$ cat src/rtl/if_fetch_ctrl.sv
// Instruction-fetch sequencer: walks the PC through a fixed-latency instruction ROM
// and hands each fetched word to decode over a valid/ready handshake.
module if_fetch_ctrl #(
    parameter logic [31:0] RESET_PC = 32'hBFC0_0000,
    parameter int          ROM_LAT  = 1
) (
    input  logic        clk_i,
    input  logic        rst_i,
    output logic        rom_ce_o,
    output logic [31:0] rom_addr_o,
    input  logic [31:0] rom_inst_i,
    input  logic        id_ready_i,
    output logic        if_valid_o,
    output logic [31:0] if_pc_o,
    output logic [31:0] if_inst_o,
    input  logic        redirect_en_i,
    input  logic [31:0] redirect_pc_i,
    output logic        addr_err_o
);

    typedef enum logic [2:0] {
        S_IDLE  = 3'd0,
        S_ISSUE = 3'd1,
        S_WAIT  = 3'd2,
        S_VALID = 3'd3,
        S_ERR   = 3'd4
    } state_t;

    // Counter preload so that the capture lands exactly ROM_LAT cycles after ISSUE.
    localparam logic [1:0] LAT_M1 = (ROM_LAT > 0) ? 2'(ROM_LAT - 1) : 2'd0;

    state_t      state_q, state_d;
    logic [31:0] pc_q, pc_d;
    logic [1:0]  cnt_q, cnt_d;
    logic [31:0] if_pc_q, if_pc_d;
    logic [31:0] if_inst_q, if_inst_d;

    always_ff @(posedge clk_i) begin
        if (!rst_i) begin
            state_q   <= S_IDLE;
            pc_q      <= RESET_PC;
            cnt_q     <= 2'd0;
            if_pc_q   <= RESET_PC;
            if_inst_q <= 32'd0;
        end else begin
            state_q   <= state_d;
            pc_q      <= pc_d;
            cnt_q     <= cnt_d;
            if_pc_q   <= if_pc_d;
            if_inst_q <= if_inst_d;
        end
    end

    always_comb begin
        state_d   = state_q;
        pc_d      = pc_q;
        cnt_d     = cnt_q;
        if_pc_d   = if_pc_q;
        if_inst_d = if_inst_q;
        // A redirect outranks everything outside IDLE; in VALID it also retires the held word.
        if (state_q != S_IDLE && redirect_en_i) begin
            pc_d    = redirect_pc_i;
            cnt_d   = 2'd0;
            state_d = (redirect_pc_i[1:0] == 2'b00) ? S_ISSUE : S_ERR;
        end else begin
            unique case (state_q)
                S_IDLE: state_d = S_ISSUE;
                S_ISSUE: begin
                    if (ROM_LAT == 0) begin
                        if_inst_d = rom_inst_i;
                        if_pc_d   = pc_q;
                        state_d   = S_VALID;
                    end else begin
                        cnt_d   = LAT_M1;
                        state_d = S_WAIT;
                    end
                end
                S_WAIT: begin
                    if (cnt_q == 2'd0) begin
                        if_inst_d = rom_inst_i;
                        if_pc_d   = pc_q;
                        state_d   = S_VALID;
                    end else begin
                        cnt_d = cnt_q - 2'd1;
                    end
                end
                S_VALID: begin
                    if (id_ready_i) begin
                        pc_d    = pc_q + 32'd4;
                        state_d = S_ISSUE;
                    end
                end
                S_ERR: state_d = S_ERR;
                default: state_d = S_IDLE;
            endcase
        end
    end

    always_comb begin
        rom_ce_o   = (state_q == S_ISSUE) || (state_q == S_WAIT);
        rom_addr_o = pc_q;
        if_valid_o = (state_q == S_VALID);
        addr_err_o = (state_q == S_ERR);
        if_pc_o    = if_pc_q;
        if_inst_o  = if_inst_q;
    end

endmodule
$ cat config.mk
export PLATFORM = sky130hd
export DESIGN_NAME = if_fetch_ctrl
export DESIGN_NICKNAME = d
export VERILOG_FILES = /design/src/rtl/if_fetch_ctrl.sv
export SDC_FILE = /design/constraint.sdc
export NUM_CORES = 1
export LEC_CHECK = 0
export CORE_ASPECT_RATIO = 2
export CORE_UTILIZATION = 44
export DETAILED_ROUTE_END_ITERATION = 12
export PLACE_DENSITY_LB_ADDON = 0.15
export SLEW_MARGIN = 25
export SYNTH_ARGS = -nofsm -noshare
export SYNTH_HDL_FRONTEND = slang
export SYNTH_SLANG_ARGS = --single-unit
export TNS_END_PERCENT = 100
$ cat constraint.sdc
create_clock -name clk_i -period 2.4 [get_ports clk_i]
set_input_delay 0.6 -clock clk_i [delete_from_list [all_inputs] [get_ports clk_i]]
set_output_delay 0.6 -clock clk_i [all_outputs]
set_load 0.01 [all_outputs]
==> impl_summary.log <==
INFO  metric power.combinational.fraction = 17.4%
INFO  metric global_route.overflow_total = 0
INFO  metric maxClockFrequency = 0.423 GHz
INFO  metric drv.max_cap_violation_count = 0
INFO  metric placementRows = between 50 and 60
INFO  metric dp_hpwl = 10300 µm
INFO  metric cp.arrival = 2620 ps
INFO  metric synth_top_flop_cell = dfxtp_1
INFO  metric cts_setup_buffers = 0
INFO  metric finalPower = 3.95 mW
INFO  metric clk_root_buffer_cell = clkbuf_16
INFO  metric cts_hold_buffers = 0
INFO  metric clk_pwr_share = 36.1%
INFO  metric instance_count_of_the_mapped_netlist = 557
INFO  metric synth_enable_flop_cells = 0
INFO  metric floorplan.die.height = between 100 and 150 µm
INFO  metric async_reset_ff_share = 0%
INFO  metric leakage_dissipation = 2.34 nW
INFO  metric post-place-cells = 849
INFO  metric die_area = 10300 µm²
INFO  metric power_switching = 1.06 mW
INFO  metric worst-endpoint-required = 2660 ps
INFO  metric period_minus_slack = 2360 ps
INFO  metric number_of_distinct_library_cells_after_synthesis = 46
INFO  metric mappedNetlistArea = 4360 µm²
INFO  metric seq_total_area_yosys = 46.3%
INFO  metric yosysWarningCount = 0
INFO  metric placeableCoreArea = ~9700 µm²
INFO  metric layout-drive-gt1-share = 9.69%
INFO  metric finalWorstSetupSlack = around 36 ps
INFO  metric worst_skew_pair.late_latency = 350 ps
INFO  metric timing.setup.tns = 0 ps
INFO  metric dpl_worst_slack = -397 ps
INFO  metric post_synthesis_average_cell_area = 7.83 µm²
INFO  metric routabilityCongestion = 0.933
INFO  metric ant_nets = 0
INFO  metric setup.worst_path.end_class = flip-flop
INFO  metric clock-sinks = a little over 100
INFO  metric crit_type = in2reg
INFO  metric synthToLayoutAreaGrowth = 53.7%
INFO  metric power.share.switching = approximately 27%
INFO  metric timing.final.hold_violations = 0
INFO  metric rel_slew_slack = between 40% and 50%
INFO  metric detailroute.via_count = between 4000 and 5000
INFO  metric postSynthNetCount = 627
INFO  metric cts.clk_slew.worst_paths = 70 ps
INFO  metric setup_violating_endpoint_count_in_the_final_report = 0
INFO  metric cts_htree_levels = 3
INFO  metric worstSetupStartpointType = primary input
INFO  metric synth_top_area_cell = dfxtp_1
INFO  metric hold_path_class = reg2reg
INFO  metric floorplan.initialDensity = between 40 and 50%
INFO  metric routed_wl = 13900 µm
INFO  metric synth_top_area_share = 46.3%
INFO  metric power_density = just under 600 nW/µm²
INFO  metric synth.ff_latch_count = slightly above 100
INFO  metric finalNetCount = 798
INFO  metric layoutNonFillerInstCount = 865
INFO  metric timing.final.crit_share = 98.5%
INFO  metric grt_antenna_before_repair = 0
INFO  metric cts_buffers = 9
INFO  metric groute.usage.overall = between 20% and 30%
INFO  metric flop_pwr_share = 46.5%
INFO  metric grt_pass1_vias = 4573
INFO  metric post_synth_main_area_contributors = dfxtp_1 46%, nand2_1 12%, a21oi_1 7.5%
INFO  metric wire_per_inst = 16.1 µm
INFO  metric ctsLongestPathBuffers = 2
INFO  metric vias_per_cell = between 5 and 6
INFO  metric grt_first_pass_wirelength = 21700 µm
INFO  metric grt_setup_unrepaired = true
INFO  metric outcome = complete, no violations
INFO  metric drt_iter0_drc = 290
INFO  metric placement.io_buffers = 166
INFO  metric fp.dieW = 72.4 µm
INFO  metric ioPinCount = 167
INFO  metric critical_path_peak_fanout = 4
INFO  metric clock_tree_from_tritoncts = done
INFO  metric maximum_number_of_pins_on_one_net_before_global_route_repair = 42
INFO  metric final.setup_skew = roughly 7 ps
INFO  metric antenna_cells = 0
INFO  metric drc = 0
INFO  metric drtPass1Iterations = 5
INFO  metric finalMaxSlewViolations = 0
INFO  metric internal_power = 2.89 mW
INFO  metric fillerInstances = a little over 800
INFO  metric max_slew.worst_pin.slew = between 800 and 900 ps
INFO  metric vdd.ir_drop.worst = 0.494 mV
==> metal layers <==
metal,track usage (%),wire length [µm],vias up
met5,0,0,-
met4,14.7,616,0
met3,6.14,799,38
met2,49.6,7480,183
met1,27.6,5000,2225
li1,-,-,2296
==> per-stage QoR <==
step / instance area, µm² / util (%) / hold slack (ps)
3_3_place_gp: 6380 / 65.8 / 441
4_1_cts: 6680 / 68.9 / 456
6_report: 6700 / 69.1 / 453
3_5_place_dp: 6380 / 65.8 / 446
2_1_floorplan: 4360 / - / 481
5_1_grt: 6700 / 69.1 / 476
==> critical path, cell delays in order <==
cell	delay (ps)
clkdlybuf4s50_1	520
nand4b_2	180
or4_4	530
or4_1	490
a311oi_2	290
==> flip-flops by register name, indices dropped and copies added, names as in the netlist <==
signal and cells:
if_pc_o 32, state_q 3, if_inst_o 32, rom_addr_o 32
cnt_q 2
==> power groups by stage <==
stage	sequential [mW]	clock [mW]	combinational [mW]
5_1_grt	1.85	1.51	0.738
4_1_cts	1.84	1.45	0.683
2_1_floorplan	1.90	0	0.246
6_report	1.84	1.43	0.686
3_5_place_dp	1.87	0	0.679
3_3_place_gp	1.87	0	0.667
==> Yosys cell counts (2+ instances only) <==
master,instances
or4_1,8
buf_2,2
and4_1,5
or3_1,7
xnor2_1,11
nand2_1,144
o31ai_1,6
a31oi_1,3
o21bai_1,2
o41ai_1,2
clkbuf_1,38
and3_1,4
and2_1,2
nor3_1,19
a21oi_1,65
inv_1,11
o21ai_0,12
o2111a_1,2
dfxtp_1,101
nor2_1,25
buf_1,5
nand2b_1,2
ha_1,2
a22oi_1,2
nand4_1,11
a311oi_1,7
nor4_1,10
nand3_1,20
o31a_1,2
o211ai_1,3
o311a_1,4
a211oi_1,6
==> worst paths after layout <==
| kind | slack (ps) | cells past startpoint | start | to |
|---|---|---|---|---|
| worst max-delay path | 40 | 5 | id_ready_i | rom_addr_o[30]$_SDFFE_PN0P_ |
| worst min-delay path | 450 | 2 | if_pc_o[3]$_SDFFE_PN0P_ | if_pc_o[3]$_SDFFE_PN0P_ |
| worst max register to register | 220 | 6 | state_q[0]$_SDFFE_PN0P_ | rom_addr_o[25]$_SDFFE_PN1P_ |
| worst min register to register | 450 | 2 | if_pc_o[3]$_SDFFE_PN0P_ | if_pc_o[3]$_SDFFE_PN0P_ |
==> repair_timing <==
item                       CTS  global route
setup endpoints to repair    2             4
cloned                       0             0
resized for setup            1             5
pin swaps                    0             1
==> logic make-up after synthesis <==
kind of cell               count (synthesis)  share of synthesized area (%)
and+or+nand+nor                          263                           28.1
AOI/OAI and AO/OA                        123                           17.7
DFF                                      101                           46.3
buffers and inverters                     56                           4.88
xor gates and xnor gates                  12                           2.41
adders and majority gates                  2                          0.573
==> layout make-up <==
class,instances,area [µm²],area share (%)
Inverter,11,41.3,0.616
Timing Repair Buffer,205,2000,29.9
Clock inverter,5,42.5,0.635
Tap cell,132,165,2.46
Multi-Input combinational cell,400,2180,32.5
Clock buffer,11,253,3.77
Sequential cell,101,2020,30.2
==> layout by cell type (no fill, tap or decap), drive strengths merged, types with 2 or more instances in the layout <==
cell type	Yosys	layout
clkdlybuf4s50	0	166
nand2	144	144
dfxtp	101	101
a21oi	65	65
buf	7	39
nor2	25	25
nand3	21	21
nor3	19	19
inv	11	13
o21ai	12	12
nand4	12	12
xnor2	11	11
clkbuf	38	11
nor4	10	10
or4	8	8
or3	7	7
a311oi	7	7
a211oi	6	6
o31ai	6	6
and4	5	5
and3	4	4
o311a	4	4
o211ai	3	3
a31oi	3	3
and2	2	2
o21bai	2	2
o31a	2	2
nand2b	2	2
o2111a	2	2
o41ai	2	2
a22oi	2	2
ha	2	2
clkinv	0	2
No activity file was read; power rests on OpenSTA's default activity.
